$ cat src/rtl/quad_gather_pkg.sv
// quad_gather_pkg: shared defaults and slot index constants for the quad_gather block
package quad_gather_pkg;
  localparam int DSIZE_DEF = 64;
  localparam int LAT_DEF = 2;
  localparam logic [1:0] SLOT_A = 2'd0;
  localparam logic [1:0] SLOT_B = 2'd1;
  localparam logic [1:0] SLOT_C = 2'd2;
  localparam logic [1:0] SLOT_D = 2'd3;
endpackage

$ cat src/rtl/valid_delay.sv
// valid_delay: DEPTH-cycle shift of a 1-bit strobe; ports clk, rst_n (async low), d in, q out
module valid_delay #(
  parameter int DEPTH = 2
) (
  input  logic clk,
  input  logic rst_n,
  input  logic d,
  output logic q
);
  generate
    if (DEPTH == 0) begin : g_wire
      assign q = d;
    end else begin : g_shift
      logic [DEPTH-1:0] sh;
      always_ff @(posedge clk or negedge rst_n)
        if (!rst_n) sh <= '0;
        else sh <= DEPTH'({sh, d});
      assign q = sh[DEPTH-1];
    end
  endgenerate
endmodule

$ cat src/rtl/quad_gather.sv
// quad_gather: stages a word stream into groups of four (A..D) feeding a 4-input adder; ports clk, rst_n, in_data/in_valid/in_ready, flush, out_a..out_d/out_valid, sum_valid, grp_cnt, fill_lvl
module quad_gather
  import quad_gather_pkg::*;
#(
  parameter int DSIZE = DSIZE_DEF,
  parameter int LAT = LAT_DEF
) (
  input  logic             clk,
  input  logic             rst_n,
  input  logic [DSIZE-1:0] in_data,
  input  logic             in_valid,
  output logic             in_ready,
  input  logic             flush,
  output logic [DSIZE-1:0] out_a,
  output logic [DSIZE-1:0] out_b,
  output logic [DSIZE-1:0] out_c,
  output logic [DSIZE-1:0] out_d,
  output logic             out_valid,
  output logic             sum_valid,
  output logic [15:0]      grp_cnt,
  output logic [1:0]       fill_lvl
);
  logic [DSIZE-1:0] stage [4];
  logic [DSIZE-1:0] g_a, g_b, g_c, g_d;
  logic [1:0] ptr;
  logic acc, issue;
  assign acc = in_valid & in_ready;
  assign issue = (acc && ptr == SLOT_D) || (flush && (acc || ptr != SLOT_A));
  // Issued group: already-staged slots, the word arriving this cycle in its slot, zeros beyond it
  assign g_a = (ptr > SLOT_A) ? stage[SLOT_A] : (acc && ptr == SLOT_A) ? in_data : '0;
  assign g_b = (ptr > SLOT_B) ? stage[SLOT_B] : (acc && ptr == SLOT_B) ? in_data : '0;
  assign g_c = (ptr > SLOT_C) ? stage[SLOT_C] : (acc && ptr == SLOT_C) ? in_data : '0;
  assign g_d = (acc && ptr == SLOT_D) ? in_data : '0;
  assign fill_lvl = ptr;
  always_ff @(posedge clk or negedge rst_n)
    if (!rst_n) begin
      stage <= '{default: '0};
      ptr <= SLOT_A;
      in_ready <= 1'b0;
      out_a <= '0;
      out_b <= '0;
      out_c <= '0;
      out_d <= '0;
      out_valid <= 1'b0;
      grp_cnt <= '0;
    end else begin
      in_ready <= 1'b1;
      if (acc) stage[ptr] <= in_data;
      ptr <= issue ? SLOT_A : acc ? ptr + 2'd1 : ptr;
      out_valid <= issue;
      if (issue) begin
        out_a <= g_a;
        out_b <= g_b;
        out_c <= g_c;
        out_d <= g_d;
      end
      grp_cnt <= grp_cnt + 16'(issue);
    end
  valid_delay #(.DEPTH(LAT)) u_sum_dly (
    .clk  (clk),
    .rst_n(rst_n),
    .d    (out_valid),
    .q    (sum_valid)
  );
endmodule
$ cat config.mk
export PLATFORM = sky130hd
export DESIGN_NAME = quad_gather
export DESIGN_NICKNAME = d
export VERILOG_FILES = /design/src/rtl/quad_gather_pkg.sv /design/src/rtl/valid_delay.sv /design/src/rtl/quad_gather.sv
export SDC_FILE = /design/constraint.sdc
export NUM_CORES = 1
export LEC_CHECK = 0
export CORE_MARGIN = 4
export CORE_UTILIZATION = 40
export DETAILED_ROUTE_END_ITERATION = 8
export PLACE_DENSITY_LB_ADDON = 0.08
export SKIP_LAST_GASP = 1
export SLEW_MARGIN = 20
export SYNTH_ARGS = -nofsm -noshare
export SYNTH_HDL_FRONTEND = slang
export SYNTH_SLANG_ARGS = --single-unit
$ cat constraint.sdc
create_clock -name clk -period 2.68 [get_ports clk]
set_input_delay 0.536 -clock clk [delete_from_list [all_inputs] [get_ports clk]]
set_output_delay 0.536 -clock clk [all_outputs]
set_load 0.01 [all_outputs]
After elaboration in Yosys (flattened, before gate mapping)
Index checks and enable logic that the tools add are counted.
Widths: inputs -> output; s select.
Storage, ports and cells
  output and inout port bits: 277
  logic and storage cells: 48
  input port bits: 68
  bits in registers: 534
Operators by class
  eq/ne operators: 3
  magnitude comparators: 5
  reduce and logical (&&, ||, !) cells: 11
  add/sub/neg operators: 2
  mux-type cells: 12
  bitwise gates (word level): 2
Operators with widths (number)
  $mux 64: 8
  $bwmux 256: 1
  $demux 64 s2: 1
  $add 16x1->16: 1
  $logic_and 1x1->1: 6
  $eq 2x2->1 const B: 2
  $gt 2x1->1 const B: 2
  $mux 2: 2
  $reduce_bool 2->1: 2
  $ge 3x3->1 const B: 1
  $lt 3x1->1 const B: 1
  $not 2->3: 1
  $add 2x1->2 const B: 1
  $eq 2x1->1 const B: 1
  $gt 2x2->1 const B: 1
  $logic_not 2->1: 1
  $logic_or 1x1->1: 2
  $and 1x1->1: 1

Depth between registers and ports, before layout
  word-level depth: 6
  gate-level depth with buffers: 13
  gate-level depth less buffers: 10

Hierarchy
From an unflattened synthesis, not the netlist that was laid out.
Unflattened totals
  cells, all modules: 1693
  area total of the unflattened synthesis: 20075.5 µm²
By module, submodules not included
  quad_gather: cells each 1691, instances 1, sequential area each 11711.2 µm², area each 20025.5 µm²
  valid_delay: cells each 2, instances 1, sequential area each 50.0 µm², area each 50.0 µm²

Worst setup path before layout
No wires, ideal clock.
  kind: register to register
  start: reg ptr[0] (netlist: fill_lvl[0])
  end: reg grp_cnt[15]
  buffers on the path: 3
  slack: 0.055 ns
  stages on the path, launching flop included: 13
  data arrival time: 2.545 ns
  library setup time: 0.079 ns
  cells stage by stage: dfrtp_1 inv_1 ha_1 a21o_2 buf_6 inv_4 buf_6 buf_4 ha_1 nand3_1 or3_4 nor4_4 xor2_1
Between the ends
  cells in the longest elaborated chain, start to end: 5
  elaborated cells between the ends (all ways): 7
  those cells by class: add/sub (1); eq/ne (1); reduce/logical (5)
RTL lines
  start: declaration: line quad_gather.sv:25  | logic [1:0] ptr;
  start signal: assignment: line quad_gather.sv:49  | ptr <= issue ? SLOT_A : acc ? ptr + 2'd1 : ptr;
  $reduce_bool 2->1: line quad_gather.sv:28  | assign issue = (acc && ptr == SLOT_D) || (flush && (acc || ptr != SLOT_A));
  $logic_or 1x1->1: line quad_gather.sv:28
  $logic_and 1x1->1: line quad_gather.sv:28
  $logic_or 1x1->1 *: line quad_gather.sv:28
  via issue: line quad_gather.sv:26  | logic acc, issue;
  $add 16x1->16 *: line quad_gather.sv:57  | grp_cnt <= grp_cnt + 16'(issue);
  end signal: assignment: line quad_gather.sv:57
  end: declaration: line quad_gather.sv:20  | output logic [15:0] grp_cnt,
The timed path passes the listed nets; every way through them passes the cells marked *.
A chain may end at the register's enable or synchronous reset.

Worst setup path in the final report
  start: reg ptr[1] (netlist: fill_lvl[1])
  end: reg grp_cnt[15]
Between the ends
  cells in the longest elaborated chain, start to end: 5
  elaborated cells between the ends (all ways): 7
  those cells by class: add/sub (1); eq/ne (1); reduce/logical (5)
RTL lines (line)
  $reduce_bool 2->1: quad_gather.sv:28
  $logic_or 1x1->1: quad_gather.sv:28
  $logic_and 1x1->1: quad_gather.sv:28
  $logic_or 1x1->1 *: quad_gather.sv:28
  $add 16x1->16 *: quad_gather.sv:57
Every way passes the cells marked *; elsewhere a longest branch is shown, timed or not.

==> impl_metrics.toml <==
[timing]
clock_skew_ns = 0.0111
max-slew-margin-rel_pct = 51.9
worst_pin_slew_ns = 0.722
setup_ws_ns = 0.256
setup_viol = 0
min_period_ns = 2.42
fmax_mhz = 413
drv_slew = 0
hold_viol_final = 0
fin_setup_tns_ns = 0
fin_crit_sh_pct = 90.4
rsz0062_at_grt = "false"

[finish]
fill_cells = 4109
multi_input_area_um2 = 6830
drive_gt1_share_pct = 14.2
ff_latch_area_um2 = 11800
layout_commonest_cell = "dfrtp_1"
fin_util_pct = 53.5
final_cell_mix = "dfrtp_1, clkdlybuf4s50_1, nand2_1"
syn_to_final_growth_pct = 31.1
layout.nets = 2079
antennaDiodeCount = 0

[power]
p_sw_mw = 8.90
p_per_area_nw_per_um2 = 1090
irDropWorstVdd_uv = 784
p_int_mw = 18.5
p_seq_share_pct = 41.2
p_comb_share_pct = 33.3
clockPowerShare_pct = 25.5
p_leak_nw = 10.8
power_mw = 27.4
p_sw_share_pct = 32.5

[synthesis]
netlist_top_cells_area = "dfrtp_1, mux2_2, nand2_1"
synthSimpleGateAreaFrac_pct = 12.8
synth-seq-cells = 470
synth_fp_nets = 1760
synth_mux_area_share_pct = 7.52
synth_top_area_share_pct = 61.4
synth_edf_count = 0
synth_ff_type = "dfrtp_1"
synth.distinct_cells = 36
synth_seq_area_share_pct = 61.4
synth_cells = 1684
async_reset_ff_share_pct = 100
synth_compound_area_share_pct = 13.8
yosys.area_share.adder_pct = 0.522
avgSynthCellArea_um2 = 11.4
synth.largest_area_cell = "dfrtp_1"
netlist_area_um2 = 19200
synthXorXnorAreaFrac_pct = 0.686
yosys_warnings = 0
synth_top_family_by_area = "compound AO/OA/AOI/OAI gates"

[routing]
vias = 13628
drc_errors = 0
routed_wl_um = 52900
ant_nets = 0
drtPass1Iterations = 4
viasPerCell = 5.15
drt_iter0_markers = 953
drt-wirelength-per-cell_um = 20.0

[worst_setup_path]
crit_slowest_cell = "dfrtp_1"
worst_setup_path_start_kind = "flop"
cp.required_ns = 3.17
cpPeakStageDelay_ns = 0.52
worst_r2r_startpoint = "fill_lvl[1]"
r2r_cells = 9
r2r_slack_ns = 0.26
path_buf_inv = 2
crit_arrival_ns = 2.91
regToRegEndpoint = "grp_cnt[15]"
crit_type = "reg2reg"
worstSetupEndpointType = "flop"
path_cells = "inv_1, ha_2, a21o_4, inv_4, ha_1, nand3_1, or3_4, nor4_4, xor2_1"
cp_max_fo = 6
cp_top_family = "simple AND/OR/NAND/NOR gates"

[cts]
htreeDepth = 2
clk_pin_slew_ns = 0.06
clock_path_buffers = 3
clockRootBuffer = "clkbuf_16"
ctsResizeCount = 0
clock_latency_ns = 0.57
cts_tree = "done"
postCtsSetupBuffers = 0
cts_sinks = 470
hold_buffers = 1
cts_inserted_buffers = 51

[placed_design]
post-place-ws_ns = 0.0456
hpwl_um = 34800
io_buffers = 344
gp_congestion = 0.785

[worst_hold_path]
worstHoldStart = "u_sum_dly.g_shift.sh[0]"
hold_depth = 0
hp-class = "reg2reg"
hold_path_end = "u_sum_dly.g_shift.sh[1]"

[floorplan]
io_pins = 345
die_h_um = 227
initial_core_util_pct = 40.8
fp.dieW_um = 227
num_rows = 79
dieArea_um2 = 51500
core_um2 = 47000

[global_routing]
grt_pass1_vias = 14047
grt_usage_pct = 20.5
grt_pass1_wl_um = 83400
grt_max_degree = 171
antenna_found_initial = 0
gr-total-overflow = 0

[status]
status = "finished clean"

[run]
cap_violations = 0
-- cells in the mapped netlist (2+ instances only) --
cell type and instances:
nor2_2 11, buf_6 6, a31oi_2 10, a22o_1 64
nand2b_1 64, buf_1 6, nand3_1 7, xnor2_1 8
ha_1 8, nor2_1 57, o21ai_1 3, nor3_1 2
xor2_1 7, nor2b_1 64, o21ai_0 125, and3_1 5
a31oi_1 55, dfrtp_1 470, buf_4 7, a22oi_1 128
nand2_1 328, inv_1 3, mux2_2 128, clkbuf_1 59
buf_2 48
-- how the worst max path moves through the flow --
| stage | startpoint | slack [ns] | end | cells after the start |
|---|---|---|---|---|
| 5_1_grt | fill_lvl[1] | 0.08 | grp_cnt[15] | 9 |
| 2_1_floorplan | fill_lvl[0] | 0.06 | grp_cnt[15] | 12 |
| 3_3_place_gp | in_valid | 0.07 | grp_cnt[15] | 9 |
| 3_5_place_dp | in_valid | 0.05 | grp_cnt[14] | 11 |
| 6_report | fill_lvl[1] | 0.26 | grp_cnt[15] | 9 |
| 4_1_cts | fill_lvl[1] | 0.21 | grp_cnt[14] | 11 |
-- cell families (layout without fill, tap and decap cells) --
group                      count (synthesis)  in the layout
and+or+nand+nor                          545            545
DFF                                      470            470
AOI/OAI and AO/OA                        387            387
buffers and inverters                    130            484
muxes                                    128            128
xor gates and xnor gates                  15             15
adders and majority gates                  8              8
other                                      1              1
-- sequential cells by signal (all words and copies together), names as in the netlist --
| signal | count |
|---|---|
| out_a | 64 |
| out_valid | 1 |
| in_ready | 1 |
| out_c | 64 |
| out_b | 64 |
| fill_lvl | 2 |
| stage | 192 |
| u_sum_dly.g_shift.sh | 2 |
| out_d | 64 |
| grp_cnt | 16 |
-- power by group through the flow --
stage,logic [mW],clock network (mW),registers (mW)
after global routing,10.1,7.46,11.6
after floorplan,4.39,0,11.6
final,9.12,6.97,11.3
after detailed placement,9.28,0,11.4
after global placement,9.10,0,11.3
after CTS,9.30,7.17,11.3
-- through the flow --
stage                     instance area [um^2]  hold WS [ns]  std cells
after floorplan                          19200         0.240       1684
after CTS                                25100         0.355       2645
after global routing                     25100         0.376       2645
final                                    25100         0.352       2645
after detailed placement                 23400         0.344       2556
after global placement                   23400         0.343       2556
-- per-layer routing --
| layer | GRT usage, % | wire length (um) | vias up |
|---|---|---|---|
| li1 | - | - | 6474 |
| met1 | 29.3 | 24600 | 6809 |
| met2 | 32.0 | 24300 | 281 |
| met3 | 4.71 | 2950 | 64 |
| met4 | 4.99 | 982 | 0 |
| met5 | 0 | 0 | - |
-- area by class of cell --
| type | instances | area share (%) |
|---|---|---|
| sequential | 470 | 46.8 |
| multi-input combinational | 1084 | 27.2 |
| timing repair buffer | 392 | 16.2 |
| clock buffer | 80 | 6.40 |
| tap | 607 | 3.02 |
| clock inverter | 8 | 0.259 |
| inverter | 4 | 0.0697 |
Power figures use the tool's default switching activity.
